===== src/rtl/seq_divider.sv =====
// Iterative restoring divider producing one quotient bit per clock, with trial subtraction done by add_sub.
// Optional two's-complement operation is enabled by defining DIV_SIGNED_EN.

module add_sub #(
    parameter int W = 8
) (
    input  logic [W-1:0] a_i,
    input  logic [W-1:0] b_i,
    input  logic         c_i,
    output logic [W-1:0] sum_o,
    output logic         carry_o
);

    // c_i=1 selects a - b; carry_o=1 then means no borrow (a >= b)
    assign {carry_o, sum_o} = {1'b0, a_i} + {1'b0, b_i ^ {W{c_i}}} + {{W{1'b0}}, c_i};

endmodule

module seq_divider #(
    parameter int n = 8
) (
    input  logic         clk_i,
    input  logic         rst_ni,
    input  logic         start_i,
    input  logic [n-1:0] dividend_i,
    input  logic [n-1:0] divisor_i,
    output logic         busy_o,
    output logic         done_o,
    output logic [n-1:0] quotient_o,
    output logic [n-1:0] remainder_o,
    output logic         div_zero_o
);

    typedef enum logic [1:0] {IDLE, CALC, DONE} state_t;

    state_t         state_q, state_d;
    logic [n-1:0]   quo_q, quo_d;
    logic [n-1:0]   rem_q, rem_d;
    logic [n-1:0]   dsr_q, dsr_d;
    logic [3:0]     count_q, count_d;
    logic [n-1:0]   quotient_q, quotient_d;
    logic [n-1:0]   remainder_q, remainder_d;
    logic           divZero_q, divZero_d;

    logic [n-1:0]   magDividend, magDivisor;
    logic [n-1:0]   divZeroQuo;
    logic           r9;
    logic [n-1:0]   rs;
    logic [n-1:0]   trial;
    logic           carry;
    logic [n-1:0]   quoNext, remNext;

`ifdef DIV_SIGNED_EN
    logic negQuo_q, negQuo_d;
    logic negRem_q, negRem_d;

    assign magDividend = dividend_i[n-1] ? -dividend_i : dividend_i;
    assign magDivisor  = divisor_i[n-1]  ? -divisor_i  : divisor_i;
    assign divZeroQuo  = dividend_i[n-1] ? {{(n-1){1'b0}}, 1'b1} : {n{1'b1}};
`else
    assign magDividend = dividend_i;
    assign magDivisor  = divisor_i;
    assign divZeroQuo  = {n{1'b1}};
`endif

    assign {r9, rs} = {rem_q, quo_q[n-1]};

    add_sub #(.W(n)) u_trialSub (
        .a_i     (rs),
        .b_i     (dsr_q),
        .c_i     (1'b1),
        .sum_o   (trial),
        .carry_o (carry)
    );

    always_ff @(posedge clk_i) begin
        if (!rst_ni) begin
            state_q     <= IDLE;
            quo_q       <= '0;
            rem_q       <= '0;
            dsr_q       <= '0;
            count_q     <= '0;
            quotient_q  <= '0;
            remainder_q <= '0;
            divZero_q   <= 1'b0;
`ifdef DIV_SIGNED_EN
            negQuo_q    <= 1'b0;
            negRem_q    <= 1'b0;
`endif
        end else begin
            state_q     <= state_d;
            quo_q       <= quo_d;
            rem_q       <= rem_d;
            dsr_q       <= dsr_d;
            count_q     <= count_d;
            quotient_q  <= quotient_d;
            remainder_q <= remainder_d;
            divZero_q   <= divZero_d;
`ifdef DIV_SIGNED_EN
            negQuo_q    <= negQuo_d;
            negRem_q    <= negRem_d;
`endif
        end
    end

    always_comb begin
        state_d     = state_q;
        quo_d       = quo_q;
        rem_d       = rem_q;
        dsr_d       = dsr_q;
        count_d     = count_q;
        quotient_d  = quotient_q;
        remainder_d = remainder_q;
        divZero_d   = divZero_q;
`ifdef DIV_SIGNED_EN
        negQuo_d    = negQuo_q;
        negRem_d    = negRem_q;
`endif
        // r9 set means the shifted partial remainder already exceeds any divisor
        if (r9 | carry) begin
            remNext = trial;
            quoNext = {quo_q[n-2:0], 1'b1};
        end else begin
            remNext = rs;
            quoNext = {quo_q[n-2:0], 1'b0};
        end

        case (state_q)
            IDLE: begin
                if (start_i) begin
                    if (divisor_i != '0) begin
                        state_d   = CALC;
                        quo_d     = magDividend;
                        rem_d     = '0;
                        dsr_d     = magDivisor;
                        count_d   = '0;
                        divZero_d = 1'b0;
`ifdef DIV_SIGNED_EN
                        negQuo_d  = dividend_i[n-1] ^ divisor_i[n-1];
                        negRem_d  = dividend_i[n-1];
`endif
                    end else begin
                        state_d     = DONE;
                        quotient_d  = divZeroQuo;
                        remainder_d = dividend_i;
                        divZero_d   = 1'b1;
                    end
                end
            end
            CALC: begin
                quo_d   = quoNext;
                rem_d   = remNext;
                count_d = count_q + 4'd1;
                if (count_q == 4'(n - 1)) begin
                    state_d = DONE;
`ifdef DIV_SIGNED_EN
                    quotient_d  = negQuo_q ? -quoNext : quoNext;
                    remainder_d = negRem_q ? -remNext : remNext;
`else
                    quotient_d  = quoNext;
                    remainder_d = remNext;
`endif
                end
            end
            DONE: begin
                state_d = IDLE;
            end
            default: begin
                state_d = IDLE;
            end
        endcase
    end

    assign busy_o      = (state_q != IDLE);
    assign done_o      = (state_q == DONE);
    assign quotient_o  = quotient_q;
    assign remainder_o = remainder_q;
    assign div_zero_o  = divZero_q;

endmodule


===== config.mk =====
export PLATFORM = sky130hd
export DESIGN_NAME = seq_divider
export DESIGN_NICKNAME = d
export VERILOG_FILES = /design/src/rtl/seq_divider.sv
export SDC_FILE = /design/constraint.sdc
export NUM_CORES = 1
export LEC_CHECK = 0
export ABC_CLOCK_PERIOD_IN_PS = 3600
export BUFFER_PORTS_ARGS = -buffer_cell sky130_fd_sc_hd__buf_2
export CAP_MARGIN = 40
export CORE_ASPECT_RATIO = 2
export CORE_UTILIZATION = 61
export DETAILED_ROUTE_END_ITERATION = 7
export PLACE_DENSITY = 0.84
export REMOVE_ABC_BUFFERS = 1
export SLEW_MARGIN = 40
export SYNTH_ARGS = -nofsm -noshare
export SYNTH_HDL_FRONTEND = slang
export SYNTH_SLANG_ARGS = --single-unit

===== constraint.sdc =====
create_clock -name clk_i -period 3.6 [get_ports clk_i]
set_input_delay 0.18 -clock clk_i [delete_from_list [all_inputs] [get_ports clk_i]]
set_output_delay 0.18 -clock clk_i [all_outputs]
set_load 0.01 [all_outputs]

==> results of run 1 <==
-- flip-flops by register name, indices dropped and copies added (netlist names) --
register and cells:
count_q 4, div_zero_o 1, dsr_q 8, quo_q 8, quotient_o 8, rem_q 8
remainder_o 8, state_q 2
-- critical path: cells and delay by family (launching register included) --
| family | cells | cell delay, ns |
|---|---|---|
| AOI/OAI and AO/OA | 4 | 1.06 |
| adders and majority gates | 2 | 0.55 |
| buffers and inverters | 2 | 0.12 |
| DFF | 1 | 0.35 |
| and+or+nand+nor | 1 | 0.30 |
-- power by group --
group	internal, mW	total, mW	leakage (nW)	switching (mW)
registers	0.558	0.590	0.384	0.0326
logic	0.125	0.351	0.732	0.226
clock network	0.157	0.341	0.0474	0.184
total	0.840	1.28	1.16	0.442
-- kinds of logic (layout without fill, tap and decap cells) --
group / Yosys count / count (layout) / synth area share (%)
and+or+nand+nor: 122 / 122 / 22.30
AOI/OAI and AO/OA: 90 / 90 / 24.34
DFF: 47 / 47 / 36.38
buffers and inverters: 32 / 60 / 6.337
adders and majority gates: 10 / 10 / 5.128
muxes: 9 / 9 / 3.483
xor gates and xnor gates: 6 / 6 / 2.032
-- final timing paths --
kind | start | end | slack [ns] | cells past startpoint
setup / recovery | quo_q[7] | remainder_o[3] | 1.10 | 9
hold / removal | divisor_i[1] | dsr_q[1] | 0.15 | 3
setup reg to reg | quo_q[7] | remainder_o[3] | 1.10 | 9
hold reg to reg | quo_q[0] | quo_q[0] | 0.49 | 2
-- per-layer routing --
metal / vias up / GRT usage (%) / routed length (um)
met5: - / 0 / 0
li1: 1176 / - / -
met3: 18 / 4.423 / 323
met4: 0 / 16.67 / 214
met2: 108 / 53.94 / 3522
met1: 1144 / 29.50 / 2269
-- stage by stage --
| step | power [mW] | utilization (%) | hold slack, ns |
|---|---|---|---|
| 2_1_floorplan | 0.8403 | - | 0.3017 |
| 3_3_place_gp | 0.9373 | 67.00 | 0.4533 |
| 3_5_place_dp | 0.9466 | 67.00 | 0.4617 |
| 4_1_cts | 1.279 | 69.42 | 0.1541 |
| 5_1_grt | 1.342 | 69.48 | 0.1683 |
| 6_report | 1.282 | 69.48 | 0.1542 |
-- synth_stat cells, drive strengths merged, types with 3 or more instances --
cell type | number | area, um^2
nor2 | 50 | 221.5
dfxtp | 47 | 940.9
nand2 | 41 | 153.9
o21ai | 21 | 112.6
a21oi | 20 | 100.1
buf | 12 | 88.83
inv | 12 | 45.04
a211oi | 11 | 102.6
a311oi | 10 | 87.58
a31oi | 10 | 62.56
ha | 9 | 112.6
mux2i | 9 | 90.09
clkbuf | 7 | 26.28
nand3 | 6 | 30.03
nand2b | 5 | 31.28
xor2 | 5 | 43.79
nor2b | 4 | 25.02
a22oi | 3 | 22.52
and2 | 3 | 18.77
-- area by class of cell --
type / count / share of cell area [%]
Multi-Input combinational cell: 237 / 52.34
Sequential cell: 47 / 33.13
Clock buffer: 6 / 2.907
Timing Repair Buffer: 39 / 7.048
Tap cell: 52 / 2.291
Clock inverter: 2 / 0.5727
Inverter: 13 / 1.718
==> flow_summary.toml, run 1 <==
[floorplanning]
core-area_um2 = 4088
start_util_pct = 63.27
die_area_um2 = 4520
die_h_um = 94.08
placementRows = 33
io_pins = 38
fp.dieW_um = 48.04

[clock_tree]
hold_buffers = 0
cts-buffers-inserted = 5
clock_path_buffers = 2
root_buffer = "clkbuf_8"
h-tree-depth = 2
cts_tree = "yes"
clock_sinks = 47
clk_pin_slew_worst_paths_ns = 0.10
postCtsSetupRepairBufs = 0
cts_resized = 0
insertion_delay_ns = 0.30

[critical_path]
crit_fanout = 9
critPathLaunchType = "flop"
path_cells = "inv_1 -> ha_1 -> inv_1 -> fa_1 -> a211oi_1 -> o211ai_2 -> and2_1 -> a31oi_1 -> a31oi_1"
arrival_ns = 2.68
end_kind = "flop"
crit_type = "reg2reg"
cpPeakStageDelay_ns = 0.44
cp_slowest_cell = "a211oi_1"
worstPathRequired_ns = 3.78

[timing]
fin_setup_tns_ns = 0
setup_slack_ns = 1.099
drv_slew = 0
fmax_mhz = 399.9
worst_clock_skew_ns = 0.01039
fin_crit_sh_pct = 69.47
tightestPinTransition_ns = 0.8084
period_minus_slack_ns = 2.501
rsz0062_at_grt = "false"
max_slew_margin_pct = 46.11
hold_viol = 0
finalSetupViolCount = 0

[yosys]
synth-seq-area-share_pct = 36.38
synth_edf_count = 0
ys_types = 55
ys.flop_type = "dfxtp_1"
ys_warn_count = 0
synth_area_per_cell_um2 = 8.184
synth_seq_cells = 47
ys_async_sr_fraction_pct = 0
synthCells = 316
syn-cell-area_um2 = 2586

[routing]
dr_total_vias = 2446
avgViaCountPerCell = 6.177
drc = 0
drt_iter0_markers = 91
drt-total-wl_um = 6329
ant_nets = 0
first_pass_iters = 4
wl_per_cell_um = 15.98

[flow_run]
drv_cap = 0

[placed_design]
pre_cts_ws_ns = 1.139
dp_hpwl_um = 4787
port_buffers = 37
routabilityCongestion = 0.9114
dpl_cell_area_um2 = 2739
dp_cells = 388

[global_routing]
gr-total-overflow = 0
antenna_found_initial = 0
grt_pass1_wl_um = 9818
grt_max_degree = 32
grt_pass1_vias = 2265
grt_usage_pct = 29.94

[run_status]
status = "finished clean"

[finish]
ff_latch_area_um2 = 940.9
area_growth_pct = 9.821
n_fill_cell = 342
fin_cells = 396
insertedDiodeCount = 0
nets = 372
layout_common_cells = "dfxtp_1 (47), nor2_1 (43), nand2_1 (41)"
final_area_um2 = 2840
drive_above_1_share_pct = 19.19
multi_input_area_um2 = 1486
final_common_cell = "dfxtp_1"

[power_and_ir_drop]
max-vdd-ir-drop_v = 0.0003167
p_leak_nw = 1.164
p_per_area_nw_per_um2 = 451.2

[min_path]
hp-class = "in2reg"
Power figures use the tool's default switching activity.
==> run 2: changes to the inputs <==
ABC_CLOCK_PERIOD_IN_PS = 2100   (was 3600)
CORE_UTILIZATION = 51   (was 61)
PLACE_DENSITY = 0.75   (was 0.84)
clock period = 2.1 ns   (was 3.6 ns; I/O delays follow)
==> flow_summary.toml, run 2 (synthesis results as in run 1) <==
[routing]
ant_nets = 0
drc = 0
avgViaCountPerCell = 5.811
dr_total_vias = 2464
drt-total-wl_um = 6681
drt_iter0_markers = 42
wl_per_cell_um = 15.76
first_pass_iters = 4

[timing]
worst_clock_skew_ns = 0.004270
period_minus_slack_ns = 2.095
drv_slew = 0
setup_slack_ns = 0.004916
fin_crit_sh_pct = 99.77
fmax_mhz = 477.3
tightestPinTransition_ns = 0.5863
hold_viol = 0
finalSetupViolCount = 0
rsz0062_at_grt = "true"
max_slew_margin_pct = 60.91

[placed_design]
port_buffers = 37
dp_cells = 414
routabilityCongestion = 0.8611
dp_hpwl_um = 4992
pre_cts_ws_ns = -0.1480
dpl_cell_area_um2 = 2915

[min_path]
worstHoldEndpoint = "dsr_q[4]"
hp-start = "divisor_i[4]"
hp-class = "in2reg"
hold_depth = 3

[power_and_ir_drop]
p_per_area_nw_per_um2 = 763.0
switching_share_pct = 34.30
max-vdd-ir-drop_v = 0.0004769
power_switching_uw = 820.2
internal-power_mw = 1.571
p_clk_share_pct = 22.4
p_comb_share_pct = 35.7
p_leak_nw = 1.289
p_seq_share_pct = 42.0

[finish]
drive_above_1_share_pct = 30.52
final_area_um2 = 3134
n_fill_cell = 426
fin_cells = 424
layout_common_cells = "nor2_1 (43), dfxtp_1 (43), nand2_1 (39)"
nets = 395
area_growth_pct = 21.19
insertedDiodeCount = 0
utilization_pct = 64.43

[global_routing]
grt_pass1_wl_um = 10560
grt_pass1_vias = 2300
grt_max_degree = 31
grt_usage_pct = 26.74
antenna_found_initial = 0
gr-total-overflow = 0

[run_status]
status = "finished clean"

[floorplanning]
start_util_pct = 53.16
die_h_um = 102.7
die_area_um2 = 5377
fp.dieW_um = 52.36
core-area_um2 = 4865
placementRows = 36
io_pins = 38

[critical_path]
r2r-start = "quo_q[7]"
critPathLaunchType = "flop"
arrival_ns = 2.33
crit_type = "reg2reg"
r2r-end = "remainder_o[4]"
end_kind = "flop"
reg2reg_depth = 11
crit_fanout = 2
worstPathRequired_ns = 2.33
reg2reg_slack_ns = 0.005

[clock_tree]
h-tree-depth = 2
clock_path_buffers = 2
cts_tree = "yes"
clock_sinks = 47
clk_pin_slew_worst_paths_ns = 0.08
insertion_delay_ns = 0.30
root_buffer = "clkbuf_8"
cts-buffers-inserted = 5

[flow_run]
drv_cap = 0
[run 2: changes by cell type in the layout (fill, tap and decap cells not counted), sizes merged]
cell / previous run / this run
clkbuf: 6 / 7
clkinvlp: 1 / 0
buf: 39 / 62
[run 2: per-stage QoR]
step / power (mW) / hold slack (ns) / TNS (ns)
6_report: 2.391 / 0.06779 / 0
3_5_place_dp: 1.746 / 0.3849 / -1.271
5_1_grt: 2.520 / 0.07405 / -0.2090
2_1_floorplan: 1.441 / 0.2267 / -3.676
3_3_place_gp: 1.732 / 0.3747 / -0.06554
4_1_cts: 2.297 / 0.06523 / -0.005440
[run 2: routing by layer]
layer  up-vias  part of all wire (%)  GRT usage (%)
li1       1222                     -              -
met4         0                   6.0          20.85
met1      1156                    38          28.17
met3        26                   2.3          3.835
met5         -                     0              0
met2        60                    54          45.67
[run 2: worst max-delay path, stage by stage (launching register included)]
cell      delay [ns]
dfxtp_2         0.33
inv_2           0.06
ha_4            0.13
inv_2           0.04
fa_2            0.38
a211oi_4        0.28
buf_4           0.17
buf_6           0.09
nor2_2          0.03
xnor2_1         0.17
nand3_1         0.14
a31oi_1         0.19
[run 2: what timing repair did]
action | in CTS | in global routing
resized for setup | 7 | 29
setup buffers | 0 | 2
pin swaps | 3 | 14
hold buffers | 0 | 0
endpoints found under the setup margin | 16 | 16
[run 2: worst max path at each step]
stage	cells past startpoint	start	end	slack (ns)
floorplan	4	state_q[0]	quo_q[0]	-0.46
global placement	7	dsr_q[3]	rem_q[7]	-0.03
detailed placement	10	quo_q[7]	rem_q[6]	-0.15
CTS	10	quo_q[7]	rem_q[6]	-0.005
global route	11	quo_q[7]	remainder_o[4]	-0.09
finish	11	quo_q[7]	remainder_o[4]	0.005
[run 2: power by group through the flow]
| stage | logic [mW] | clock network [mW] | registers [mW] |
|---|---|---|---|
| after floorplan | 0.414 | 0 | 1.03 |
| after global placement | 0.714 | 0 | 1.02 |
| after detailed placement | 0.726 | 0 | 1.02 |
| after CTS | 0.754 | 0.543 | 1.00 |
| after global routing | 0.929 | 0.580 | 1.01 |
| final | 0.853 | 0.535 | 1.00 |
[run 2: area by class of cell]
class | instances | area [um^2] | area share (%)
clock buffers | 7 | 76.32 | 2.435
multi-input cells | 237 | 1594 | 50.86
repair buffers | 62 | 392.9 | 12.53
clock inverters | 1 | 5.005 | 0.1597
well taps | 57 | 71.32 | 2.275
flip-flops and latches | 47 | 945.9 | 30.18
inverters | 13 | 48.80 | 1.557
